===== src/rtl/wishbone_bus_if.sv =====
// CPU-to-Wishbone bridge: one outstanding classic cycle, stall handshake with ctrl.
// Optional bus timeout abort enabled by defining WB_BUS_TIMEOUT_EN.
module wishbone_bus_if #(
  parameter int unsigned TIMEOUT_CYCLES = 255
) (
  input  logic        clk,
  input  logic        rst,
  input  logic [5:0]  stall_i,
  input  logic        flush_i,
  input  logic        cpu_ce_i,
  input  logic [31:0] cpu_addr_i,
  input  logic [31:0] cpu_data_i,
  input  logic        cpu_we_i,
  input  logic [3:0]  cpu_sel_i,
  output logic [31:0] cpu_data_o,
  output logic        stallreq_o,
  input  logic [31:0] wishbone_data_i,
  input  logic        wishbone_ack_i,
  output logic [31:0] wishbone_addr_o,
  output logic [31:0] wishbone_data_o,
  output logic        wishbone_we_o,
  output logic [3:0]  wishbone_sel_o,
  output logic        wishbone_stb_o,
  output logic        wishbone_cyc_o,
  output logic        bus_err_o
);

  typedef enum logic [1:0] {
    IDLE           = 2'd0,
    BUSY           = 2'd1,
    WAIT_FOR_STALL = 2'd2
  } state_t;

  state_t      state_r;
  logic [31:0] rd_buf_r;
  logic        timeout_s;

`ifdef WB_BUS_TIMEOUT_EN
  logic [15:0] tmo_cnt_r;
  logic        bus_err_r;

  assign timeout_s = (state_r == BUSY) && !wishbone_ack_i &&
                     (tmo_cnt_r == 16'(TIMEOUT_CYCLES - 32'd1));
  assign bus_err_o = bus_err_r;

  // The count is held at zero outside BUSY, so every new cycle starts fresh
  always_ff @(posedge clk or posedge rst) begin
    if (rst) begin
      tmo_cnt_r <= 16'd0;
      bus_err_r <= 1'b0;
    end else begin
      bus_err_r <= timeout_s;
      if (state_r != BUSY || wishbone_ack_i || timeout_s) begin
        tmo_cnt_r <= 16'd0;
      end else begin
        tmo_cnt_r <= tmo_cnt_r + 16'd1;
      end
    end
  end
`else
  logic [15:0] unused_tmo_s;

  assign unused_tmo_s = 16'(TIMEOUT_CYCLES);
  assign timeout_s    = 1'b0;
  assign bus_err_o    = 1'b0;
`endif

  // Bus cycle FSM; Wishbone outputs are registered and return to zero when idle
  always_ff @(posedge clk or posedge rst) begin
    if (rst) begin
      state_r         <= IDLE;
      rd_buf_r        <= 32'd0;
      wishbone_addr_o <= 32'd0;
      wishbone_data_o <= 32'd0;
      wishbone_we_o   <= 1'b0;
      wishbone_sel_o  <= 4'd0;
      wishbone_stb_o  <= 1'b0;
      wishbone_cyc_o  <= 1'b0;
    end else begin
      case (state_r)
        IDLE: begin
          if (cpu_ce_i && !flush_i) begin
            wishbone_addr_o <= cpu_addr_i;
            wishbone_data_o <= cpu_data_i;
            wishbone_we_o   <= cpu_we_i;
            wishbone_sel_o  <= cpu_sel_i;
            wishbone_stb_o  <= 1'b1;
            wishbone_cyc_o  <= 1'b1;
            state_r         <= BUSY;
          end
        end
        BUSY: begin
          // ack wins over flush/timeout: the slave has already completed the access
          if (wishbone_ack_i) begin
            if (!wishbone_we_o) begin
              rd_buf_r <= wishbone_data_i;
            end
            wishbone_addr_o <= 32'd0;
            wishbone_data_o <= 32'd0;
            wishbone_we_o   <= 1'b0;
            wishbone_sel_o  <= 4'd0;
            wishbone_stb_o  <= 1'b0;
            wishbone_cyc_o  <= 1'b0;
            state_r         <= (stall_i != 6'd0) ? WAIT_FOR_STALL : IDLE;
          end else if (flush_i || timeout_s) begin
            rd_buf_r        <= 32'd0;
            wishbone_addr_o <= 32'd0;
            wishbone_data_o <= 32'd0;
            wishbone_we_o   <= 1'b0;
            wishbone_sel_o  <= 4'd0;
            wishbone_stb_o  <= 1'b0;
            wishbone_cyc_o  <= 1'b0;
            state_r         <= IDLE;
          end
        end
        WAIT_FOR_STALL: begin
          if (stall_i == 6'd0) begin
            state_r <= IDLE;
          end
        end
        default: begin
          state_r        <= IDLE;
          wishbone_stb_o <= 1'b0;
          wishbone_cyc_o <= 1'b0;
        end
      endcase
    end
  end

  // CPU-facing handshake decoded from state and live bus inputs
  always_comb begin
    stallreq_o = 1'b0;
    cpu_data_o = 32'd0;
    if (rst) begin
      stallreq_o = 1'b0;
      cpu_data_o = 32'd0;
    end else begin
      case (state_r)
        IDLE: begin
          stallreq_o = cpu_ce_i & ~flush_i;
        end
        BUSY: begin
          if (wishbone_ack_i) begin
            stallreq_o = 1'b0;
            cpu_data_o = wishbone_we_o ? 32'd0 : wishbone_data_i;
          end else begin
            stallreq_o = 1'b1;
            cpu_data_o = 32'd0;
          end
        end
        WAIT_FOR_STALL: begin
          cpu_data_o = rd_buf_r;
        end
        default: begin
          stallreq_o = 1'b0;
          cpu_data_o = 32'd0;
        end
      endcase
    end
  end

endmodule


===== config.mk =====
export PLATFORM = sky130hd
export DESIGN_NAME = wishbone_bus_if
export DESIGN_NICKNAME = d
export VERILOG_FILES = /design/src/rtl/wishbone_bus_if.sv
export SDC_FILE = /design/constraint.sdc
export NUM_CORES = 1
export LEC_CHECK = 0
export ABC_AREA = 0
export CAP_MARGIN = 15
export CORE_ASPECT_RATIO = 0.7
export CORE_MARGIN = 2
export CORE_UTILIZATION = 30
export DETAILED_ROUTE_END_ITERATION = 10
export GPL_TIMING_DRIVEN = 0
export SYNTH_ARGS = -nofsm -noshare
export SYNTH_HDL_FRONTEND = slang
export SYNTH_SLANG_ARGS = --single-unit
export TNS_END_PERCENT = 50

===== constraint.sdc =====
create_clock -name clk -period 4.1 [get_ports clk]
set_input_delay 0.41 -clock clk [delete_from_list [all_inputs] [get_ports clk]]
set_output_delay 0.41 -clock clk [all_outputs]
set_load 0.02 [all_outputs]

* After elaboration in Yosys (flattened, before gate mapping)
Index checks and enable logic that the tools add are counted.
** Operators by class
- Reductions and logical operators :: 11
- Bitwise gates (word level) :: 3
- Equality and inequality tests :: 6
- Mux-type cells :: 31
** Operators by type and width (count)
- $mux W32 :: 9
- $pmux W32 S2 :: 3
- $mux W4 :: 3
- $reduce_and A3 Y1 :: 4
- $mux W2 :: 5
- $pmux W4 S2 :: 1
- $logic_not A6 Y1 :: 1
- $mux W1 :: 6
- $ne A2 B2 Y1 const B :: 3
- $pmux W2 S3 :: 1
- $reduce_bool A6 Y1 :: 1
- $pmux W1 S2 :: 2
- $reduce_bool A2 Y1 :: 2
- $ne A3 B3 Y1 const B :: 1
- $pmux W1 S3 :: 1
- $eq A2 B1 Y1 const B :: 1
- $eq A2 B2 Y1 const B :: 1
- $logic_not A2 Y1 :: 1
- $not A1 Y1 :: 2
- $and A1 B1 Y1 :: 1
- $logic_and A1 B1 Y1 :: 1
- $logic_not A1 Y1 :: 1
** Word-level totals
- Logic and storage cells :: 58
- Register bits after elaboration :: 104
- Output and inout port bits :: 105
- Input bits :: 112

* Longest topological paths before layout
- Word-level depth :: 4
- Depth in mapped cells :: 8
- Mapped depth without buffers :: 5

* Least setup slack after synthesis
No wires, ideal clock.
- Kind :: input-to-output
- From :: in rst
- To :: out cpu_data_o[10]
- Path buffers :: 1
- Setup slack :: 0.095 ns
- Data required time :: 3.690 ns
- Stages :: 4
- Data arrival time :: 3.595 ns
- Cells stage by stage :: inv_1 -> nand2_1 -> clkbuf_1 -> nor2_1
** Between the ends
- Word-level cells in the longest chain between the ends :: 1
** RTL lines
- start: declaration :: RTL line 7 : input logic rst,
- $mux W32 :: RTL line 134 : if (rst) begin
- end: declaration :: RTL line 15 : output logic [31:0] cpu_data_o,
No other way between the ends.

* Final worst setup path
Ends and elaborated chain as after synthesis.

==> results.toml <==
[outcome]
status = "finished clean"

[critical_path]
cpPeakStageDelay_ps = 630
cp_top_family = "buffers and inverters"
worstReg2RegStart = "state_r[1]"
cp_max_fo = 61
critPathRequiredTime_ps = 3690
cp-end-kind = "output pin"
reg2reg_setup_slack_ps = 1870
cp-endpoint = "cpu_data_o[10]"
cp-startpoint = "rst"
cpMaxStageDelayCell = "clkdlybuf4s50_1"
path_class = "primary input to output pin"
crit_buf_inv = 5
r2r_cells = 7
path_common_cell = "clkdlybuf4s50_1"
crit_arrival_ps = 3020
r2r_end = "wishbone_addr_o[25]"
cp.depth = 7
cp-start-kind = "primary input"
crit_chain = "clkdlybuf4s50_1 -> inv_4 -> buf_16 -> nand2_1 -> clkbuf_1 -> nor2_1 -> clkdlybuf4s50_1"

[route]
routedWlPerCell_um = 17.5
vias = 3791
firstDrtPassIters = 5
routed_wl_um = 13400
drtAntennaViolNets = 0
drc = 0
drtIter0Drc = 197
vias_per_cell = 4.95

[synthesis]
synth_area_leaders = "dfrtp_1 (60%), a22o_1 (21%), a22oi_1 (5.6%)"
synth_flop_cell = "dfrtp_1"
yosys.cell_types.count = 32
synth.avg_cell_area_sq_um = 12.5
yosysTopAreaCellShare = 0.605
synth_commonest_cells = "dfrtp_1 (104), a22o_1 (101), nor2_1 (34)"
synth_top_area_cell = "dfrtp_1"
ys_ff_latch = 104
yosysSeqAreaShare = 0.605
synth_nets = 460
synth_edf_count = 0
async_flop_share = 1.00
postSynthCellCount = 344
yosysMostFrequentCell = "dfrtp_1"
syn-cell-area_sq_um = 4300
ys_warn_count = 0

[floorplanning]
ios = 217
die_w_um = 147
placementRows = 36
die_h_um = 104
start_util = 0.308
die-area_sq_um = 15300
fp.coreArea_sq_um = 14000

[final_layout]
num-fill-cells = 1252
multi_input_area_sq_um = 1510
fin_cells = 766
layout-drive-gt1-share = 0.0573
final_core_util = 0.503
insertedDiodeCount = 0
area_growth_pct = 63.1
seqCellArea_sq_um = 2600
layout.nets = 687
stdcell_area_sq_um = 7020

[global_route]
grt_pass1_wl_um = 22000
grt_remaining_overflow = 0
grtUsageTotal = 0.180
grt_antenna_before_repair = 0
grt_pass1_vias = 4012
grt_max_degree = 62

[place]
hpwl_um = 10000
place_inst = 750
gp_congestion = 0.763
io_buffers = 215
place_area_sq_um = 6720

[sta]
clock_skew_ps = 4.54
hold_slack_ps = 506
max_freq_mhz = 292
period_needed_ps = 3430
final-setup-viol-count = 0
rsz0062_at_grt = "false"
worstMarginPinSlew_ps = 581
slew_headroom = 0.613
post-route-period-util = 0.836
hold_viol = 0
final_max_slew_viol_count = 0

[clock_tree]
max-clock-path-buffers = 2
clock-root-buffer = "clkbuf_16"
cts_tree = "done"
path_clk_slew_ps = 70
hold_buffers = 0
cts_resized = 0
h-tree-depth = 3
cts_made_buffers = 9
post_cts_buffers = 0
clock_sinks = 104
clk_latency_ps = 350

[hold_path]
min-delay-path-class = "primary input to async pin"

[pwr]
power_density_nw_per_um2 = 704
ir_drop_mv = 0.330
total_leakage_power_nw = 2.93

[flow_run]
maxCapViolCount = 0
==> kinds of logic after synthesis <==
family / count (synthesis) / synth area share
adder cells (fa/ha/maj): 4 / 0.0116
buffers and inverters: 39 / 0.0433
AND/OR/NAND/NOR: 49 / 0.0561
other: 1 / 0.000872
AO/OA/AOI/OAI: 147 / 0.283
flip-flops: 104 / 0.605
==> routing by layer <==
| metal | GRT usage | vias up | share of wire |
|---|---|---|---|
| met3 | 0.0461 | 10 | 0.056 |
| met2 | 0.269 | 137 | 0.45 |
| met4 | 0.0474 | 0 | 0.011 |
| met1 | 0.258 | 1877 | 0.48 |
| met5 | 0 | - | 0 |
| li1 | - | 1767 | - |
==> state kept, by name, indices dropped and copies added (netlist names) <==
name and cells:
wishbone_we_o 1, wishbone_addr_o 32, wishbone_cyc_o 1, wishbone_sel_o 4, state_r 2, wishbone_data_o 32, rd_buf_r 32
==> worst min-delay path by stage <==
stage	start	endpoint
floorplan	rd_buf_r[10]	rd_buf_r[10]
global placement	rd_buf_r[14]	rd_buf_r[14]
detailed placement	rd_buf_r[8]	rd_buf_r[8]
CTS	rd_buf_r[22]	rd_buf_r[22]
global route	wishbone_data_o[2]	wishbone_data_o[2]
finish	rst	wishbone_data_o[8]
==> cell usage in the layout (no fill, tap or decap), types with 4 or more instances in the layout <==
| master | instances |
|---|---|
| nor2_1 | 34 |
| ha_1 | 4 |
| clkdlybuf4s50_1 | 215 |
| buf_1 | 7 |
| inv_1 | 4 |
| a22oi_1 | 32 |
| dfrtp_1 | 104 |
| clkbuf_16 | 9 |
| buf_2 | 8 |
| a22o_1 | 101 |
| clkbuf_1 | 15 |
==> stage by stage <==
step / power, mW / setup TNS [ps] / setup WS (ps)
2_1_floorplan: 3.03 / 0 / 94.8
3_3_place_gp: 4.05 / -131010 / -2020
3_5_place_dp: 4.09 / 0 / 598
4_1_cts: 4.99 / 0 / 587
5_1_grt: 5.26 / 0 / 373
6_report: 4.94 / 0 / 672
==> power by group <==
group	internal, mW	total (mW)	switching, mW
Combinational	1.17	2.31	1.15
Clock	0.477	0.869	0.392
Sequential	1.49	1.76	0.272
Total	3.13	4.94	1.81
==> final cells by class <==
class	instances	share of cell area
sequential	104	0.371
tap	190	0.0339
multi-input combinational	201	0.216
clock buffer	10	0.0326
clock inverter	6	0.00963
buffer	34	0.0239
timing repair buffer	216	0.311
inverter	5	0.00303
Power figures use the tool's default switching activity.
